<file path="config.mk">
export PLATFORM = sky130hd
export DESIGN_NAME = conv_patch_gen_flat
export DESIGN_NICKNAME = d
export VERILOG_FILES = /design/src/rtl/conv_patch_gen_if.sv /design/src/rtl/conv_patch_gen.sv /design/src/flat_wrapper.sv
export SDC_FILE = /design/constraint.sdc
export NUM_CORES = 1
export LEC_CHECK = 0
export CAP_MARGIN = 0
export CORE_MARGIN = 2
export CORE_UTILIZATION = 25
export CTS_CLUSTER_DIAMETER = 80
export DETAILED_ROUTE_END_ITERATION = 8
export SYNTH_ARGS = -nofsm -noshare
export SYNTH_HDL_FRONTEND = slang
export SYNTH_SLANG_ARGS = --single-unit
</file>
<file path="constraint.sdc">
create_clock -name CLK -period 4.23 [get_ports CLK]
set_input_delay 0.423 -clock CLK [delete_from_list [all_inputs] [get_ports CLK]]
set_output_delay 0.423 -clock CLK [all_outputs]
set_load 0.02 [all_outputs]
</file>
<file path="src/rtl/conv_patch_gen_if.sv">
// Pixel-in / patch-out stream bundle for the 3x3 window generator.
// Optional patch_last flag is present only when PATCH_LAST_EN is defined.
interface conv_patch_gen_if #(
  parameter int DATA_W = 16
);
  logic                  in_valid;
  logic                  in_sof;
  logic [DATA_W-1:0]     in_data;
  logic                  in_ready;
  logic                  out_valid;
  logic                  out_ready;
  logic [9*DATA_W-1:0]   PATCH;
`ifdef PATCH_LAST_EN
  logic                  patch_last;
`endif

  // Pixel source / patch sink side
  modport master (
    output in_valid, in_sof, in_data, out_ready,
    input  in_ready, out_valid, PATCH
`ifdef PATCH_LAST_EN
    , input patch_last
`endif
  );

  // Window generator side
  modport slave (
    input  in_valid, in_sof, in_data, out_ready,
    output in_ready, out_valid, PATCH
`ifdef PATCH_LAST_EN
    , output patch_last
`endif
  );
endinterface

</file>
<file path="src/rtl/conv_patch_gen.sv">
// Streaming 3x3 window generator feeding conv_3_3.
// Two line buffers hold the previous two rows; a 3x3 register window shifts
// left on every accepted pixel and a patch is emitted for every interior
// position (row >= 2, col >= 2) of the frame.
// Optional feature macro: PATCH_LAST_EN (adds registered patch_last flag on
// the patch at the bottom-right corner of the frame).
module conv_patch_gen #(
  parameter int DATA_W = 16,
  parameter int IMG_W  = 32,
  parameter int IMG_H  = 32
) (
  input  logic             CLK,
  input  logic             rst_n,
  conv_patch_gen_if.slave  bus
);

  localparam int CW = $clog2(IMG_W);
  localparam int RW = $clog2(IMG_H);
  localparam logic [CW-1:0] COL_LAST = CW'(IMG_W - 1);
  localparam logic [RW-1:0] ROW_LAST = RW'(IMG_H - 1);

  logic [CW-1:0]     col_q, cur_col, col_nxt;
  logic [RW-1:0]     row_q, cur_row, row_nxt;
  logic [DATA_W-1:0] lb0 [IMG_W];
  logic [DATA_W-1:0] lb1 [IMG_W];
  logic [DATA_W-1:0] win_q [3][3];
  logic [DATA_W-1:0] top_new, mid_new;
  logic [9*DATA_W-1:0] patch_q, patch_d;
  logic              out_valid_q;
  logic              accept, emit;

  assign bus.in_ready  = !out_valid_q || bus.out_ready;
  assign bus.out_valid = out_valid_q;
  assign bus.PATCH     = patch_q;
  assign accept        = bus.in_valid && bus.in_ready;

  // Position of the pixel being accepted; in_sof forces it to (0,0), then
  // the counters step and wrap for the following pixel.
  always_comb begin
    cur_col = bus.in_sof ? '0 : col_q;
    cur_row = bus.in_sof ? '0 : row_q;
    col_nxt = cur_col + CW'(1);
    row_nxt = cur_row;
    if (cur_col == COL_LAST) begin
      col_nxt = '0;
      row_nxt = (cur_row == ROW_LAST) ? '0 : cur_row + RW'(1);
    end
    emit = accept && (cur_row >= RW'(2)) && (cur_col >= CW'(2));
  end

  // New right column and the packed patch it completes; p00 lands in the MSBs.
  always_comb begin
    top_new = lb1[cur_col];
    mid_new = lb0[cur_col];
    patch_d = {win_q[0][1], win_q[0][2], top_new,
               win_q[1][1], win_q[1][2], mid_new,
               win_q[2][1], win_q[2][2], bus.in_data};
  end

  // Line buffers: the row above moves up, the new pixel fills the bottom one.
  // Not reset -- rows 0 and 1 never emit, so stale contents are masked.
  always_ff @(posedge CLK) begin
    if (accept) begin
      lb1[cur_col] <= lb0[cur_col];
      lb0[cur_col] <= bus.in_data;
    end
  end

  // Raster position counters.
  always_ff @(posedge CLK or negedge rst_n) begin
    if (!rst_n) begin
      col_q <= '0;
      row_q <= '0;
    end else if (accept) begin
      col_q <= col_nxt;
      row_q <= row_nxt;
    end
  end

  // 3x3 window: shift left, load the new right column.
  always_ff @(posedge CLK or negedge rst_n) begin
    if (!rst_n) begin
      for (int r = 0; r < 3; r++)
        for (int c = 0; c < 3; c++)
          win_q[r][c] <= '0;
    end else if (accept) begin
      for (int r = 0; r < 3; r++) begin
        win_q[r][0] <= win_q[r][1];
        win_q[r][1] <= win_q[r][2];
      end
      win_q[0][2] <= top_new;
      win_q[1][2] <= mid_new;
      win_q[2][2] <= bus.in_data;
    end
  end

  // Output register: load on emit, clear on handshake without a new emit,
  // hold under backpressure (no pixel is accepted while stalled).
  always_ff @(posedge CLK or negedge rst_n) begin
    if (!rst_n) begin
      out_valid_q <= 1'b0;
      patch_q     <= '0;
    end else if (emit) begin
      out_valid_q <= 1'b1;
      patch_q     <= patch_d;
    end else if (bus.out_ready) begin
      out_valid_q <= 1'b0;
    end
  end

`ifdef PATCH_LAST_EN
  logic last_q;
  assign bus.patch_last = last_q;

  // Bottom-right patch flag, registered alongside PATCH.
  always_ff @(posedge CLK or negedge rst_n) begin
    if (!rst_n)
      last_q <= 1'b0;
    else if (emit)
      last_q <= (cur_row == ROW_LAST) && (cur_col == COL_LAST);
  end
`else
  // No end-of-frame flag in this build.
`endif

endmodule

</file>
<file path="src/flat_wrapper.sv">
// flat-port wrapper written by rule: the top's interface ports become plain ports
module conv_patch_gen_flat 
#(
  parameter int DATA_W = 16,
  parameter int IMG_W  = 32,
  parameter int IMG_H  = 32
)
  (CLK, rst_n, bus_in_valid, bus_in_sof, bus_in_data, bus_out_ready, bus_in_ready, bus_out_valid, bus_PATCH);
  conv_patch_gen_if #(.DATA_W(DATA_W)) bus_i ();
  input  logic CLK;
  input  logic rst_n;
  input wire logic [$bits(bus_i.in_valid)-1:0] bus_in_valid;
  input wire logic [$bits(bus_i.in_sof)-1:0] bus_in_sof;
  input wire logic [$bits(bus_i.in_data)-1:0] bus_in_data;
  input wire logic [$bits(bus_i.out_ready)-1:0] bus_out_ready;
  output wire logic [$bits(bus_i.in_ready)-1:0] bus_in_ready;
  output wire logic [$bits(bus_i.out_valid)-1:0] bus_out_valid;
  output wire logic [$bits(bus_i.PATCH)-1:0] bus_PATCH;
  assign bus_i.in_valid = bus_in_valid;
  assign bus_i.in_sof = bus_in_sof;
  assign bus_i.in_data = bus_in_data;
  assign bus_i.out_ready = bus_out_ready;
  assign bus_in_ready = bus_i.in_ready;
  assign bus_out_valid = bus_i.out_valid;
  assign bus_PATCH = bus_i.PATCH;
  conv_patch_gen #(.DATA_W(DATA_W), .IMG_W(IMG_W), .IMG_H(IMG_H)) u_core (.CLK(CLK), .rst_n(rst_n), .bus(bus_i));
endmodule
</file>
-- Word-level counts from Yosys, hierarchy flattened
Memory sizes are Yosys's and may differ from the RTL's.
Index checks and enable logic that the tools add are counted.
- register bits: 251
- RAM bits: 1024
- input bits: 21
- memories: 2
- memories (memory ; words ; bits a word ; rd ports ; clocked after Yosys merged registers in ; wr ports ; line ; source):
    u_core.lb0 ; 32 ; 16 ; 1 ; 0 ; 1 ; conv_patch_gen.sv:24 ; logic [DATA_W-1:0] lb0 [IMG_W];
    u_core.lb1 ; 32 ; 16 ; 1 ; 0 ; 1 ; conv_patch_gen.sv:25 ; logic [DATA_W-1:0] lb1 [IMG_W];
- add/subtract/negate cells: 2
- order comparisons: 2
- eq/ne operators: 2
- mux-type cells: 9
- reductions and logical operators: 6
- operator list (cell ; number):
    $mux W5 ; 5
    $add A5 B1 Y5 const B ; 2
    $eq A5 B5 Y1 const B ; 2
    $ge A5 B2 Y1 const B ; 2
    $mux W1 ; 4
    $logic_and A1 B1 Y1 ; 3
    $reduce_bool A2 Y1 ; 1
    $logic_not A1 Y1 ; 1
    $logic_or A1 B1 Y1 ; 1

-- Depth between registers and ports, before layout
Gate-level depths: netlist (run 1).
- depth after elaboration: 6
- gate-level depth with buffers: 14
- gate-level depth less buffers: 9

-- Worst setup path after synthesis (run 1)
Ideal clock, no wire load.
- kind: input -> register
- from: input bus_in_sof
- to: memory u_core.lb0[11][0] (enable)
- library setup time: 0.421 ns
- arrival time: 3.048 ns
- required time: 3.809 ns
- setup slack: 0.761 ns
- stages on the path: 8
- cells stage by stage: nand2b_1 clkbuf_2 inv_1 clkbuf_1 buf_2 ha_1 nand2_1 nor2_1
- longest elaborated chain between the ends: 1
- ends and longest elaborated chain (item ; line ; source):
    start: declaration ; flat_wrapper.sv:13 ; input wire logic [$bits(bus_i.in_sof)-1:0] bus_in_sof;
    $mux W5 ; conv_patch_gen.sv:40 ; cur_col = bus.in_sof ? '0 : col_q;
    end: declaration ; conv_patch_gen.sv:24 ;
Every way passes these cells.

-- Worst setup path in the final report (run 1)
- from: register u_core.col_q[1]
- to: register u_core.patch_q[108], in the netlist u_core.bus.PATCH[108]
- longest elaborated chain between the ends: 3
- elaborated cells on any way between the ends: 4
- those cells by class: order compare: 1; mux: 1; reduce/logical: 1; memory: 1
- ends and longest elaborated chain (item ; line ; source):
    start: declaration ; conv_patch_gen.sv:22 ; logic [CW-1:0] col_q, cur_col, col_nxt;
    start signal: assignment ; conv_patch_gen.sv:75 ; col_q <= col_nxt;
    $mux W5 * ; conv_patch_gen.sv:40 ;
    branches (longest 2 deep; another with $mem_v2 Z32 W16) ; -- ;
    end signal: assignment ; conv_patch_gen.sv:105 ; patch_q <= patch_d;
    end: declaration ; conv_patch_gen.sv:28 ; logic [9*DATA_W-1:0] patch_q, patch_d;
Every way passes the cells marked *.
A chain may end at the register's enable or synchronous reset.

==> results.toml, run 1 <==
[clock_tree]
htreeDepth = 3
clock_sinks = 1275
cts-root-buf = "clkbuf_16"
path_clk_slew_ps = 70
post_cts_buffers = 0
cts_resized = 0
clk-insertion-delay-late_ps = 760
cts_buffer_depth = 3
numCtsBuffers = 114
cts_tree = "yes"

[synth]
synthCells = 3545
yosys-top-cells-area = "edfxtp_1 (61%), dfrtp_1 (12%), nand2_1 (5.7%)"
ys_types = 76
synth_nets = 3570
synth_ff_type = "edfxtp_1"
synthArstFlopShare_pct = 19.7
yosysTopAreaCell = "edfxtp_1"
synth.avg_cell_area_sq_um = 14.3
syn_area_sq_um = 50700
synth_seq_cells = 1275
yosys_warnings = 0
ys_seq_area_share_pct = 73.1
synth_top_area_share_pct = 60.7
synth_edf_count = 1024

[sta]
rsz0062_at_grt = "no"
fmax_mhz = 261
max-slew-margin-rel_pct = 8.18
hold_violations = 0
finalClockSkew_ps = 57.4
finalSetupTns_ps = 0
final-setup-viol-count = 0
post-route-min-period_ps = 3830
worst_pin_slew_ps = 1360
slew_violations = 0
holdWs_ps = 213
final.period_utilization_pct = 90.5

[outcome]
outcome = "finished clean"

[route]
drcViolationCount = 0
drt_iter0_markers = 3767
wl_per_cell_um = 22.6
vias_per_cell = 4.75
wirelength_um = 147000
ant_nets = 0
via_count = 31038
drt_pass1_iterations = 5

[layout]
drive_gt1_share_pct = 12.7
utilization_pct = 29.8
multiInputGateArea_sq_um = 12600
fin_nets = 3789
fin_cells = 6537
syn2layout_area_growth_pct = 18.6
fillers = 20082
seq_area_sq_um = 37000

[grt]
grt_pass1_wl_um = 212000
antenna_found_initial = 5
grt_max_degree = 117
first_global_vias = 30114
overflow = 0
grt_usage_pct = 13.9

[run]
max_cap_violations = 0

[critical_path]
critical_path_buf_inv_count = 1
path_class = "reg -> reg"
crit_required_ps = 4790
start_kind = "flop"
cp_slowest_cell = "nor4_1"
cp_cell_sequence = "and3b_2, buf_12, a22oi_1, o211ai_1, nand4_1, nor4_1, o21ai_0"
end_kind = "flop"
cp.arrival_ps = 4390
max_stage_delay_ps = 1050
cpLargestDelayFamily = "simple AND/OR/NAND/NOR gates"
cp_max_fo = 37

[placed_design]
routabilityCongestion = 0.836
portBuffers = 166
post-place-cells = 6319
dp_hpwl_um = 85800

[power_and_ir_drop]
p_clk_share_pct = 36.0
ir_drop_v = 0.000357
p_sw_mw = 7.70
p_seq_share_pct = 50.9
swShare_pct = 26.4
share_comb_of_total_power_pct = 13.1
power.internal_mw = 21.4
power.density_nw_per_um2 = 485
p_leak_nw = 21.4

[floorplanning]
die-area_sq_um = 206000
ios = 167
initial_utilization_pct = 25.1
rows = 165
core_sq_um = 202000
die_w_um = 454
die_y_um = 454

[hold_path]
min_path_type = "in -> async"
[layer usage]
metal  vias to the layer above  GRT usage [%]  part of all wire [%]
met2                      1335           21.7                    46
li1                      13544              -                     -
met5                         -              0                 0.019
met3                       236           2.43                   8.2
met4                         4           3.60                   2.6
met1                     15919           20.0                    44
[kinds of logic after synthesis]
logic type | count (synthesis) | synth area share [%]
flops | 1275 | 73.1
xor+xnor | 1 | 0.0173
simple gates | 1150 | 9.85
buf+inv | 244 | 2.55
fa+ha+maj | 4 | 0.0988
mux | 325 | 7.37
compound gates | 546 | 7.03
[worst paths after layout]
kind | cells after the start | from | slack (ps) | endpoint
worst max-delay path | 7 | u_core.col_q[1] | 400 | u_core.bus.PATCH[108]
worst min-delay path | 2 | rst_n | 210 | u_core.bus.PATCH[105]
worst max register to register | 7 | u_core.col_q[1] | 400 | u_core.bus.PATCH[108]
worst min register to register | 2 | u_core.patch_d[37] | 460 | u_core.bus.PATCH[37]
max in group asynchronous | 3 | rst_n | 2870 | u_core.bus.PATCH[34]
min in group CLK | 3 | bus_in_data[5] | 230 | u_core.bus.PATCH[5]
[through the flow]
| step | area, sq um | total power, mW | setup slack, ps |
|---|---|---|---|
| after floorplan | 50700 | 17.1 | 761 |
| after global placement | 56300 | 18.8 | 520 |
| after detailed placement | 56300 | 18.9 | 488 |
| after CTS | 60100 | 29.3 | 575 |
| after global routing | 60100 | 30.1 | 391 |
| final | 60100 | 29.1 | 403 |
[area by class of cell]
class                           count  area share (%)
Sequential cell                  1275            61.7
Inverter                           18           0.112
Antenna cell                        1         0.00417
Tap cell                         2672            5.56
Timing Repair Buffer              329            5.37
Clock buffer                      170            5.47
Clock inverter                     46           0.793
Multi-Input combinational cell   2026            21.0
[power groups by stage]
stage / clock (mW) / combinational, mW / sequential [mW]
final: 10.5 / 3.80 / 14.8
after global routing: 11.1 / 4.06 / 14.9
after CTS: 10.6 / 3.78 / 14.8
after detailed placement: 0 / 3.77 / 15.1
after global placement: 0 / 3.71 / 15.1
after floorplan: 0 / 2.18 / 15.0
[registers in the layout, summed over array words and instances (netlist names)]
register / count
u_core.col_q: 5
u_core.bus.PATCH: 144
u_core.lb1: 512
u_core.row_q: 5
u_core.patch_d: 96
u_core.bus.out_valid: 1
u_core.lb0: 512
[synthesized netlist by cell type, drive strengths merged (54+ instances only)]
cell,number
o21ai,119
mux2,54
o211ai,62
a22oi,59
edfxtp,1024
buf,156
clkbuf,70
dfrtp,251
nand2,769
a21oi,147
mux2i,239
nor2,147
[layout by cell type (no fill, tap or decap), types with 8 or more instances in the layout]
cell type        instances
clkinv_2                14
nor2_4                  32
o22ai_1                 24
nand2_1                767
inv_1                   16
clkbuf_8                21
clkbuf_1                35
o21ai_0                111
a21o_1                   9
a31oi_1                  8
clkinv_1                16
mux2i_1                239
mux2_2                  51
a21oi_1                146
buf_12                  29
o21ai_1                  8
a221oi_1                36
o221ai_1                32
a211oi_1                 9
nor2_1                 113
dfrtp_1                248
nor4_1                  16
nor3_1                  12
clkbuf_16              115
nand4_1                 18
clkdlybuf4s50_1        157
mux4_2                  32
nand3_1                 24
nand2b_1                36
a22oi_1                 59
nor2b_1                 44
o211ai_1                62
nand3b_1                45
edfxtp_1              1024
buf_4                  133
[repair_timing]
| action | CTS | global route |
|---|---|---|
| hold endpoints to repair | 64 | 0 |
| hold buffers | 1 | 0 |
| setup endpoints to repair | 0 | 0 |
Power figures use the tool's default switching activity.
==> run 2, diff against run 1 <==
--- a/config.mk
+++ b/config.mk
@@ -5,11 +5,13 @@
 export SDC_FILE = /design/constraint.sdc
 export NUM_CORES = 1
 export LEC_CHECK = 0
+export ABC_CLOCK_PERIOD_IN_PS = 4230
 export CAP_MARGIN = 0
 export CORE_MARGIN = 2
 export CORE_UTILIZATION = 25
 export CTS_CLUSTER_DIAMETER = 80
 export DETAILED_ROUTE_END_ITERATION = 8
+export REMOVE_ABC_BUFFERS = 1
 export SYNTH_ARGS = -nofsm -noshare
 export SYNTH_HDL_FRONTEND = slang
 export SYNTH_SLANG_ARGS = --single-unit
==> run 2 against run 1 <==
- total power rose by 7.1%
- highest routed layer unchanged
- utilization rose by 0.62 points
- count of clock-buffer cells in the layout up 16
- critical endpoint is now u_core.bus.PATCH[53]
- final area is 2.1% higher
- via count is 0.67% higher
==> results.toml, run 2 (synthesis gave the netlist of run 1 again) <==
[run]
max_cap_violations = 0

[critical_path]
crit_top_cell = "buf_4"
end_kind = "flop"
r2r-start = "u_core.col_q[1]"
cp_cell_sequence = "buf_4, inv_2, a21oi_2, buf_4, and2_4, buf_12, mux2_2"
start_kind = "flop"
cp.arrival_ps = 4150
cp_max_fo = 31
crit_required_ps = 4910
cpLargestDelayFamily = "buffers and inverters"
cp_slowest_cell = "dfrtp_4"
critical_path_buf_inv_count = 4
path_class = "reg -> reg"
critPathLaunch = "u_core.col_q[1]"
max_stage_delay_ps = 770

[clock_tree]
path_clk_slew_ps = 60
cts_resized = 0
cts_tree = "yes"
htreeDepth = 4
clk-insertion-delay-late_ps = 800
cts_buffer_depth = 3
cts_hold_buffers = 2
clock_sinks = 1275
post_cts_buffers = 0
cts-root-buf = "clkbuf_16"
numCtsBuffers = 145

[power_and_ir_drop]
power.density_nw_per_um2 = 509
p_leak_nw = 22.0
ir_drop_v = 0.000400

[grt]
grt_usage_pct = 14.4
overflow = 0
first_global_vias = 30671
grt_max_degree = 169
grt_pass1_wl_um = 217000
antenna_found_initial = 1

[sta]
hold_violations = 0
final.period_utilization_pct = 81.9
slew_violations = 0
max-slew-margin-rel_pct = 14.2
final-setup-viol-count = 0
post-route-min-period_ps = 3460
rsz0062_at_grt = "no"
finalClockSkew_ps = 38.7
finalSetupTns_ps = 0
worst_pin_slew_ps = 1280
fmax_mhz = 289

[route]
wl_per_cell_um = 22.8
drt_pass1_iterations = 5
drt_iter0_markers = 3485
drcViolationCount = 0
wirelength_um = 151000
via_count = 31245
ant_nets = 0
vias_per_cell = 4.73

[layout]
fin_nets = 3832
fillers = 19989
final_cell_mix = "edfxtp_1 (1024), nand2_1 (767), dfrtp_1 (248)"
fin_cells = 6601
syn2layout_area_growth_pct = 21.0
drive_gt1_share_pct = 13.6
layout_commonest_cell = "edfxtp_1"

[floorplanning]
core_sq_um = 202000
die_w_um = 454
ios = 167
die-area_sq_um = 206000
initial_utilization_pct = 25.1
rows = 165
die_y_um = 454

[hold_path]
min_path_type = "in -> async"

[placed_design]
dp_hpwl_um = 87800
post-place-cells = 6330
routabilityCongestion = 0.854
portBuffers = 166

[outcome]
outcome = "finished clean"
## run 2: report_power, final
part / total (mW) / internal, mW / switching, mW
Sequential: 14.8 / 14.5 / 0.313
Combinational: 3.70 / 1.10 / 2.61
Clock: 12.7 / 7.25 / 5.41
## run 2: layout make-up
class / count / area, sq um / area share, %
flip-flops and latches: 1275 / 37000 / 60.4
multi-input cells: 2026 / 12600 / 20.6
repair buffers: 341 / 3410 / 5.57
clock inverters: 82 / 1020 / 1.66
well taps: 2672 / 3340 / 5.45
clock buffers: 186 / 3800 / 6.20
inverters: 18 / 67.6 / 0.110
diodes: 1 / 2.50 / 0.00408
## run 2: per-stage QoR
stage	util [%]	instance area (sq um)	total power, mW	hold WS, ps	setup WS, ps
floorplan	-	49400	17.4	127	-14570
global placement	28.0	56500	18.7	449	744
detailed placement	28.0	56500	18.8	449	696
CTS	30.4	61300	31.5	208	714
global route	30.4	61300	32.3	246	598
finish	30.4	61300	31.2	212	766
## run 2: path summary, 6_finish.rpt
kind,endpoint,slack [ps],cells after the start
worst min register to register,u_core.bus.PATCH[82],460,2
max in group asynchronous,u_core.bus.PATCH[12],2980,3
min in group CLK,u_core.bus.out_valid,380,3
worst max register to register,u_core.bus.PATCH[53],770,7
worst max-delay path,u_core.bus.PATCH[53],770,7
worst min-delay path,u_core.bus.PATCH[129],210,2
## run 2: per-layer routing
layer | global-route usage [%] | vias to the layer above | share of wire, %
met2 | 23.2 | 1412 | 47
li1 | - | 13652 | -
met1 | 19.1 | 15883 | 42
met3 | 2.73 | 296 | 7.6
met5 | 0 | - | 0.0086
met4 | 5.69 | 2 | 3.8
## run 2: worst register-to-register path: stages (launching register included)
cell and delay [ps]:
dfrtp_4 770, buf_4 490, inv_2 320, a21oi_2 340
buf_4 350, and2_4 440, buf_12 240, mux2_2 390
